### config.mk
export PLATFORM = sky130hd
export DESIGN_NAME = mc_main_ctrl
export DESIGN_NICKNAME = d
export VERILOG_FILES = /design/src/rtl/mc_main_ctrl.sv
export SDC_FILE = /design/constraint.sdc
export NUM_CORES = 1
export LEC_CHECK = 0
export CAP_MARGIN = 40
export CELL_PAD_IN_SITES_DETAIL_PLACEMENT = 1
export CELL_PAD_IN_SITES_GLOBAL_PLACEMENT = 2
export CORE_MARGIN = 2
export CORE_UTILIZATION = 30
export CTS_BUF_LIST = sky130_fd_sc_hd__clkbuf_8
export CTS_CLUSTER_DIAMETER = 60
export DETAILED_ROUTE_END_ITERATION = 6
export PLACE_DENSITY_LB_ADDON = 0.1
export SLEW_MARGIN = 20
export SYNTH_ARGS = -nofsm -noshare
export SYNTH_HDL_FRONTEND = slang
export SYNTH_SLANG_ARGS = --single-unit
### constraint.sdc
create_clock -name clk -period 4.65 [get_ports clk]
set_input_delay 0.93 -clock clk [delete_from_list [all_inputs] [get_ports clk]]
set_output_delay 0.93 -clock clk [all_outputs]
set_load 0.1 [all_outputs]
### src/rtl/mc_main_ctrl.sv
// Multicycle main controller: sequences fetch/decode/execute/mem/writeback
// with req/ack handshakes to variable-latency instruction and data memory.
module mc_main_ctrl #(
  parameter  int OP_W         = 6,
  parameter  int MEM_WAIT_MAX = 15,
  localparam int CNT_W        = $clog2(MEM_WAIT_MAX + 1)
) (
  input  logic            clk,
  input  logic            resetn,
  input  logic [OP_W-1:0] op,
  input  logic            imem_ack,
  input  logic            dmem_ack,
  output logic            imem_req,
  output logic            dmem_req,
  output logic            memwrite,
  output logic            ir_we,
  output logic            pc_we,
  output logic            regwrite,
  output logic            regdst,
  output logic            alusrc,
  output logic            memtoreg,
  output logic            branch,
  output logic            jump,
  output logic            retire,
  output logic            ri_err,
  output logic            bus_err
);

  typedef enum logic [3:0] {
    S_IDLE, S_FETCH, S_DECODE, S_EXEC_R, S_RWB, S_EXEC_I, S_IWB, S_MEMADDR,
    S_MEMRD, S_MEMWB, S_MEMWR, S_BRANCH, S_JUMP, S_RSVD, S_ERR
  } state_t;

  state_t           r_state;
  state_t           w_next;
  state_t           w_dec_state;
  logic             w_dec_store;
  logic             r_is_store;
  logic [CNT_W-1:0] r_cnt;
  logic             w_wait_max;
  logic             w_in_req;

  assign w_wait_max = (r_cnt == CNT_W'(MEM_WAIT_MAX));
  assign w_in_req   = (r_state == S_FETCH) || (r_state == S_MEMRD) ||
                      (r_state == S_MEMWR);

  // Opcode class decode; only consumed while in DECODE.
  always_comb begin
    w_dec_state = S_RSVD;
    w_dec_store = 1'b0;
    case (op)
      OP_W'(6'h00): w_dec_state = S_EXEC_R;
      OP_W'(6'h20), OP_W'(6'h21), OP_W'(6'h23), OP_W'(6'h24), OP_W'(6'h25):
        w_dec_state = S_MEMADDR;
      OP_W'(6'h28), OP_W'(6'h29), OP_W'(6'h2B): begin
        w_dec_state = S_MEMADDR;
        w_dec_store = 1'b1;
      end
      OP_W'(6'h01), OP_W'(6'h04), OP_W'(6'h05), OP_W'(6'h06), OP_W'(6'h07):
        w_dec_state = S_BRANCH;
      OP_W'(6'h02), OP_W'(6'h03): w_dec_state = S_JUMP;
      OP_W'(6'h08), OP_W'(6'h09), OP_W'(6'h0A), OP_W'(6'h0B),
      OP_W'(6'h0C), OP_W'(6'h0D), OP_W'(6'h0E), OP_W'(6'h0F):
        w_dec_state = S_EXEC_I;
      default: w_dec_state = S_RSVD;
    endcase
  end

  // Next-state logic; a waiting request times out only when the counter is
  // already at MEM_WAIT_MAX and ack is still low (ack at MAX wins).
  always_comb begin
    w_next = r_state;
    case (r_state)
      S_IDLE:    w_next = S_FETCH;
      S_FETCH:   if (imem_ack) w_next = S_DECODE;
                 else if (w_wait_max) w_next = S_ERR;
      S_DECODE:  w_next = w_dec_state;
      S_EXEC_R:  w_next = S_RWB;
      S_RWB:     w_next = S_FETCH;
      S_EXEC_I:  w_next = S_IWB;
      S_IWB:     w_next = S_FETCH;
      S_MEMADDR: w_next = r_is_store ? S_MEMWR : S_MEMRD;
      S_MEMRD:   if (dmem_ack) w_next = S_MEMWB;
                 else if (w_wait_max) w_next = S_ERR;
      S_MEMWB:   w_next = S_FETCH;
      S_MEMWR:   if (dmem_ack) w_next = S_FETCH;
                 else if (w_wait_max) w_next = S_ERR;
      S_BRANCH:  w_next = S_FETCH;
      S_JUMP:    w_next = S_FETCH;
      S_RSVD:    w_next = S_FETCH;
      S_ERR:     w_next = S_ERR;
      default:   w_next = S_IDLE;
    endcase
  end

  // State register.
  always_ff @(posedge clk or negedge resetn) begin
    if (!resetn) r_state <= S_IDLE;
    else         r_state <= w_next;
  end

  // Load/store flag captured from the opcode while in DECODE.
  always_ff @(posedge clk or negedge resetn) begin
    if (!resetn)                  r_is_store <= 1'b0;
    else if (r_state == S_DECODE) r_is_store <= w_dec_store;
  end

  // Wait counter: cleared on any state change (covers entry to each request
  // state), counts request cycles that see no ack.
  always_ff @(posedge clk or negedge resetn) begin
    if (!resetn)                r_cnt <= '0;
    else if (w_next != r_state) r_cnt <= '0;
    else if (w_in_req)          r_cnt <= r_cnt + CNT_W'(1);
  end

  // Strobes decoded from state; ack only qualifies the handshake-completion
  // strobes (IR/PC load in FETCH, retire in MEMWR) so they land in the ack cycle.
  always_comb begin
    imem_req = 1'b0;
    dmem_req = 1'b0;
    memwrite = 1'b0;
    ir_we    = 1'b0;
    pc_we    = 1'b0;
    regwrite = 1'b0;
    regdst   = 1'b0;
    alusrc   = 1'b0;
    memtoreg = 1'b0;
    branch   = 1'b0;
    jump     = 1'b0;
    retire   = 1'b0;
    ri_err   = 1'b0;
    bus_err  = 1'b0;
    case (r_state)
      S_FETCH: begin
        imem_req = 1'b1;
        ir_we    = imem_ack;
        pc_we    = imem_ack;
      end
      S_RWB: begin
        regwrite = 1'b1;
        regdst   = 1'b1;
        retire   = 1'b1;
      end
      S_EXEC_I:  alusrc = 1'b1;
      S_IWB: begin
        regwrite = 1'b1;
        alusrc   = 1'b1;
        retire   = 1'b1;
      end
      S_MEMADDR: alusrc = 1'b1;
      S_MEMRD:   dmem_req = 1'b1;
      S_MEMWB: begin
        regwrite = 1'b1;
        memtoreg = 1'b1;
        retire   = 1'b1;
      end
      S_MEMWR: begin
        dmem_req = 1'b1;
        memwrite = 1'b1;
        alusrc   = 1'b1;
        retire   = dmem_ack;
      end
      S_BRANCH: begin
        branch = 1'b1;
        retire = 1'b1;
      end
      S_JUMP: begin
        jump   = 1'b1;
        retire = 1'b1;
      end
      S_RSVD:  ri_err  = 1'b1;
      S_ERR:   bus_err = 1'b1;
      default: ;
    endcase
  end

endmodule

; ---- Yosys cells after proc, flatten, opt, wreduce, memory -nomap -nowiden
; Index checks and enable logic that the tools add are counted.
; Widths: inputs -> output; s select.
[classes]
n_addsub = 1
n_reduce_logical = 15
n_eq_ne = 39
mux = 23
[op_table]
columns = operator, n
row1 = $eq 6x4->1 const B, 8
row2 = $eq 6x6->1 const B, 8
row3 = $pmux 4 s9, 1
row4 = $eq 4x4->1 const B, 8
row5 = $eq 6x3->1 const B, 4
row6 = $mux 4, 6
row7 = $pmux 4 s5, 1
row8 = $eq 4x3->1 const B, 4
row9 = $reduce_or 8->1, 2
row10 = $mux 1, 13
row11 = $eq 6x2->1 const B, 2
row12 = $reduce_or 5->1, 2
row13 = $eq 4x2->1 const B, 2
row14 = $reduce_or 7->1, 1
row15 = $eq 6x1->1 const B, 1
row16 = $logic_not 6->1, 1
row17 = $reduce_or 3->1, 2
row18 = $add 4x1->4 const B, 1
row19 = $eq 4x1->1 const B, 1
row20 = $logic_not 4->1, 1
row21 = $ne 4x4->1, 1
row22 = $reduce_or 2->1, 2
row23 = $reduce_or 4->1, 1
row24 = $logic_or 1x1->1, 2
row25 = other kinds (3), 3
[totals]
reg_bits = 9
in_bits = 10
out_inout_bits = 14
word_cells = 81

; ---- Longest topological paths before layout
; Gate-level depths: netlist (run 1).
[logic_depth]
depth_word = 6
ltp_mapped = 5
ltp_nobuf = 5

; ---- Worst setup path before layout (run 1)
; Ideal clock, no wire load.
[synth_path]
path_type = input-to-output
startpoint = input dmem_ack
endpoint = output retire
arrival_time_ps = 3098
path_buffers = 0
path_stages = 2
slack_ps = 622
required_time_ps = 3720
path_cell_list = a21oi_1 o21ai_0
[synth_between]
elab_chain_cells = 1
[synth_rtl]
columns = item, line
row1 = start: declaration, 12  ; input logic dmem_ack,
row2 = $pmux 1 s2, 133  ; case (r_state)
row3 = end: declaration, 24  ; output logic retire,
; No other way between the ends.

; ---- Worst setup path after layout (run 1)
[layout_path]
startpoint = register r_state[0]
endpoint = output imem_req
[layout_between]
elab_chain_cells = 2
[layout_rtl]
columns = item, line
row1 = start: declaration, 34  ; state_t r_state;
row2 = start signal: assignment, 99  ; else r_state <= w_next;
row3 = $eq 4x1->1, 133
row4 = $mux 1, 133
row5 = end: declaration, 13  ; output logic imem_req,
; No other way between the ends.

==> flow_summary.toml, run 1 <==
[placement]
dpl.hpwl_mm = 2.04
portBuffers = 23
place_congestion = 0.756
place_area_sq_um = 1240

[clocking]
cts_buffers = 3
post_cts_resized = 0
htreeDepth = 1
clk_latency_ns = 0.23
clkSinkCount = 9
cts_setup_buffers = 0
cts_hold_buf = 0
cts_tree = "yes"
cts-root-buf = "clkbuf_8"
clk_pin_slew_ns = 0.05
cts_max_path_buffers = 2

[floorplan]
initial_core_util = 0.314
die_x_microns = 57.7
core.rowCount = 19
core_area_sq_um = 2760
ios = 24
die_h_microns = 57.7
die_area_sq_um = 3330

[timing]
finalCritPeriodShare = 0.671
slew-limit-headroom = 0.556
setup_violations = 0
finalMaxSlewViolations = 0
fin_tns_setup_ns = 0
worst_pin_slew_ns = 0.666
final_hold_viol_count = 0
skew_ns = 0.00202
fmax_ghz = 0.320
min_period_ns = 3.12
rsz0062_at_grt = "no"

[cells_and_area]
post-route-cell-area_sq_um = 1290
nets = 150
antenna_cells = 0
drive_gt1_frac = 0.159
n_fill_cell = 338
area_growth_syn_to_layout_pct = 48.7

[synth]
syn_inst = 107
syn_nets = 118
synth_edf_count = 0
synth_top_area_frac = 0.260
synth_area_leaders = "dfrtp_1 26%, nor2_1 5.6%, a211oi_1 4.3%, o21ai_0 3.5%, nand2_1 3.0%"
avgSynthCellArea_sq_um = 8.09
yosys_warnings = 0
ys_seq_elements = 9
syn_area_sq_um = 866
synthTopCellsByCount = "13 x nor2_1, 9 x dfrtp_1, 7 x nand2_1, 6 x o21ai_0"
yosys.area.top_type = "dfrtp_1"
yosysUniqueCellTypes = 44
synth_flop_cell = "dfrtp_1"
yosysSeqAreaShare = 0.260
yosysMostFrequentCell = "nor2_1"
async_flop_share = 1.00

[setup_path]
cp_cell_sequence = "nor4b_4 > clkdlybuf4s50_1 > buf_8"
cpMaxStageDelayCell = "dfrtp_1"
critical_path_required_ns = 3.72
arrival_ns = 2.19
cp-end-kind = "output port"
criticalPathCategory = "flip-flop to output port"
startpoint_type = "flip-flop"
crit_path_max_incr_delay_ns = 0.74
critPathMaxFanout = 21

[detailed_routing]
drt-pass1-iter-count = 4
drt_wl_total_mm = 2.62
wl_per_cell_microns = 15.5
postRouteAntennaNets = 0
drc = 0
vias = 930
routed_via_density = 5.50
drtIter0Drc = 16

[pwr]
comb_power_share = 0.712
switching_power_mw = 0.536
seq_power_share = 0.192
pwr-share-clk = 0.096
p_sw_frac = 0.578
ir_worst_vdd_mv = 0.425
powerDensity_nw_per_um2 = 720
power_leakage_nw = 0.519
p_int_mw = 0.392

[grt]
antenna_found_initial = 0
track_usage = 0.172
grt_overflow = 0
grt_pass1_wl_mm = 4.53
grt_max_degree = 22
grt_pass1_vias = 984

[run_status]
status = "completed"

[min_path]
hp-class = "flip-flop to flip-flop"

[run]
maxCapViolCount = 0
-- per-stage QoR --
step,power (mW),std cells,util,hold WS [ns],setup slack (ns)
2_1_floorplan,0.657,107,-,0.451,0.622
3_3_place_gp,0.760,154,0.391,0.501,1.41
3_5_place_dp,0.839,165,0.451,0.502,1.66
4_1_cts,0.933,169,0.467,0.538,1.51
5_1_grt,0.982,169,0.467,0.560,1.39
6_report,0.927,169,0.467,0.537,1.53
-- sequential cells by signal, summed over array words and instances (netlist names) --
signal      count
r_cnt           4
r_is_store      1
r_state         4
-- final timing paths --
kind / from / to / slack [ns] / cells after the start
max reg2reg: r_state[0] / r_cnt[2] / 2.51 / 4
max: r_state[0] / imem_req / 1.53 / 3
max in group asynchronous: resetn / r_state[2] / 3.33 / 1
min reg2reg: r_is_store / r_is_store / 0.54 / 2
min in group asynchronous: resetn / r_is_store / 1.01 / 1
min: r_is_store / r_is_store / 0.54 / 2
-- final cells by class --
class	count	area [sq um]	share of cell area
multi-input cells	85	568	0.441
repair buffers	34	388	0.301
flip-flops and latches	9	225	0.175
clock buffers	3	41.3	0.0321
well taps	31	38.8	0.0301
inverters	6	22.5	0.0175
clock inverters	1	3.75	0.00292
-- worst max-delay path, delay by kind of cell (launching register included) --
family / cells / cell delay, ns
buf+inv: 2 / 0.78
flops: 1 / 0.74
simple gates: 1 / 0.43
-- layer usage --
| metal | global-route usage | vias up | wire length, microns |
|---|---|---|---|
| met5 | 0 | - | 0 |
| li1 | - | 463 | - |
| met3 | 0.0201 | 2 | 47 |
| met1 | 0.230 | 453 | 1300 |
| met4 | 0.0399 | 0 | 19 |
| met2 | 0.295 | 12 | 1250 |
-- cells by family (layout without fill, tap and decap cells) --
kind of cell,Yosys count,count (layout),share of synthesized area
AO/OA/AOI/OAI,33,33,0.272
multiplexers,2,2,0.0231
AND/OR/NAND/NOR,45,45,0.306
XOR/XNOR,4,4,0.0405
buffers and inverters,13,44,0.0838
adder cells (fa/ha/maj),1,1,0.0144
flip-flops,9,9,0.260
-- power groups by stage --
| stage | clock network, mW | logic, mW | registers (mW) |
|---|---|---|---|
| 2_1_floorplan | 0 | 0.542 | 0.115 |
| 3_3_place_gp | 0 | 0.585 | 0.175 |
| 3_5_place_dp | 0 | 0.661 | 0.178 |
| 4_1_cts | 0.0925 | 0.663 | 0.177 |
| 5_1_grt | 0.0960 | 0.699 | 0.187 |
| 6_report | 0.0892 | 0.660 | 0.178 |
-- placed cells by master (no fill, tap or decap), types with 3 or more instances in the layout --
| master | netlist | routed |
|---|---|---|
| clkdlybuf4s50_1 | 0 | 20 |
| nor2_1 | 13 | 13 |
| buf_8 | 0 | 11 |
| dfrtp_1 | 9 | 9 |
| nand2_1 | 7 | 7 |
| inv_1 | 5 | 6 |
| o21ai_0 | 6 | 6 |
| a211oi_1 | 5 | 5 |
| nand2b_1 | 4 | 4 |
| nor3_1 | 4 | 4 |
| nor2b_1 | 4 | 4 |
| nand3_1 | 3 | 3 |
| xor2_1 | 3 | 3 |
| clkbuf_8 | 0 | 3 |
| buf_4 | 2 | 3 |
(Power assumes the default switching activity.)
==> run 2: changes to the inputs <==
--- a/config.mk
+++ b/config.mk
@@ -9,7 +9,7 @@
 export CELL_PAD_IN_SITES_DETAIL_PLACEMENT = 1
 export CELL_PAD_IN_SITES_GLOBAL_PLACEMENT = 2
 export CORE_MARGIN = 2
-export CORE_UTILIZATION = 30
+export CORE_UTILIZATION = 28
 export CTS_BUF_LIST = sky130_fd_sc_hd__clkbuf_8
 export CTS_CLUSTER_DIAMETER = 60
 export DETAILED_ROUTE_END_ITERATION = 6
==> constraint.sdc (replaced) <==
create_clock -name clk -period 3 [get_ports clk]
set_input_delay 0.6 -clock clk [delete_from_list [all_inputs] [get_ports clk]]
set_output_delay 0.6 -clock clk [all_outputs]
set_load 0.1 [all_outputs]
==> flow_summary.toml, run 2 (synthesized netlist as in run 1, its figures left out) <==
[grt]
antenna_found_initial = 0
track_usage = 0.152
grt_pass1_wl_mm = 4.21
grt_pass1_vias = 873
grt_overflow = 0
grt_max_degree = 20

[setup_path]
r2r_cells = 5
r2r-end = "r_cnt[3]"
crit_path_max_incr_delay_ns = 0.62
startpoint_type = "flip-flop"
cpMaxStageDelayCell = "dfrtp_1"
criticalPathCategory = "flip-flop to output port"
endpoint = "pc_we"
r2r-start = "r_state[0]"
critPathLaunch = "r_state[2]"
reg2reg_setup_slack_ns = 0.82
cp-end-kind = "output port"
critPathMaxFanout = 19
arrival_ns = 1.81
critical_path_required_ns = 2.40
cp_cell_sequence = "nor4b_4 > and2_2 > buf_12"

[cells_and_area]
largestRegisters = "r_cnt x4, r_state x4, r_is_store x1"
nets = 140
post-route-cell-area_sq_um = 1150
antenna_cells = 0
utilization = 0.385
area_growth_syn_to_layout_pct = 33.4
mostFrequentLayoutCells = "13 x nor2_1, 12 x buf_4, 9 x clkdlybuf4s50_1, 9 x dfrtp_1, 7 x nand2_1"
drive_gt1_frac = 0.211
final_common_cell = "nor2_1"

[detailed_routing]
wl_per_cell_microns = 15.1
drt_wl_total_mm = 2.43
routed_via_density = 5.47
drt-pass1-iter-count = 4
vias = 880
drtIter0Drc = 35
postRouteAntennaNets = 0
drc = 0

[min_path]
hp-class = "flip-flop to flip-flop"
min_path_cells = 2

[clocking]
htreeDepth = 1
post_cts_resized = 0
cts_max_path_buffers = 2
clkSinkCount = 9
clk_latency_ns = 0.23
cts_hold_buf = 0
cts_setup_buffers = 0
clk_pin_slew_ns = 0.05
cts_tree = "yes"
cts-root-buf = "clkbuf_8"
cts_buffers = 3

[timing]
setup_slack_ns = 0.591
worst_pin_slew_ns = 0.669
setup_violations = 0
slew-limit-headroom = 0.554
final_hold_viol_count = 0
fmax_ghz = 0.415
finalCritPeriodShare = 0.803
rsz0062_at_grt = "no"
skew_ns = 0.00823
finalMaxSlewViolations = 0
min_period_ns = 2.41

[run_status]
status = "completed"

[floorplan]
die_h_microns = 59.6
core_area_sq_um = 3000
die_area_sq_um = 3550
ios = 24
initial_core_util = 0.288
die_x_microns = 59.6
core.rowCount = 20

[run]
maxCapViolCount = 0

[placement]
place_congestion = 0.709
dpl.hpwl_mm = 1.95
pre_cts_slack_ns = 0.564
portBuffers = 23
place_area_sq_um = 1110

[pwr]
powerDensity_nw_per_um2 = 1190
ir_worst_vdd_mv = 0.563
power_leakage_nw = 0.478
## run 2: cell count changes in the layout (fill, tap and decap cells not counted), moves of 2 or more
cell | previous run | this run
nor3_2 | 0 | 2
buf_12 | 0 | 3
buf_8 | 11 | 0
clkdlybuf4s50_1 | 20 | 9
buf_4 | 3 | 12
nor3_1 | 4 | 2
## run 2: layer usage
metal  share of wire  up-vias  global-route usage
met5               0        -                   0
met4          0.0049        0              0.0381
met3           0.023        2              0.0131
met2            0.48       12               0.250
met1            0.49      424               0.216
li1                -      442                   -
## run 2: area by class of cell
class | instances | area [sq um]
well taps | 33 | 41.3
fillers | 377 | 1850
clock buffers | 3 | 41.3
repair buffers | 24 | 240
multi-input cells | 85 | 579
flip-flops and latches | 9 | 225
clock inverters | 1 | 5.00
inverters | 6 | 22.5
## run 2: worst min path at each step
stage	to	start	slack [ns]
2_1_floorplan	r_cnt[0]	resetn	0.30
3_3_place_gp	r_is_store	r_is_store	0.51
3_5_place_dp	r_is_store	r_is_store	0.51
4_1_cts	r_is_store	r_is_store	0.52
5_1_grt	r_is_store	r_is_store	0.58
6_report	r_is_store	r_is_store	0.51
## run 2: power breakdown
group	switching (mW)	internal, mW
sequential	0.112	0.153
clock	0.0472	0.0905
combinational	0.663	0.313
total	0.822	0.557
## run 2: worst max-delay path: cells and delay by family (launching register included)
kind,cells,cell delay (ns)
and+or+nand+nor,2,0.77
buffers and inverters,1,0.18
DFF,1,0.62
## run 2: through the flow
stage	hold WS [ns]	instances	TNS (ns)	total power, mW
6_report	0.509	161	0	1.38
5_1_grt	0.577	161	0	1.47
4_1_cts	0.520	161	0	1.39
3_5_place_dp	0.509	157	0	1.25
3_3_place_gp	0.513	157	0	1.25
2_1_floorplan	0.304	107	-0.366	1.03
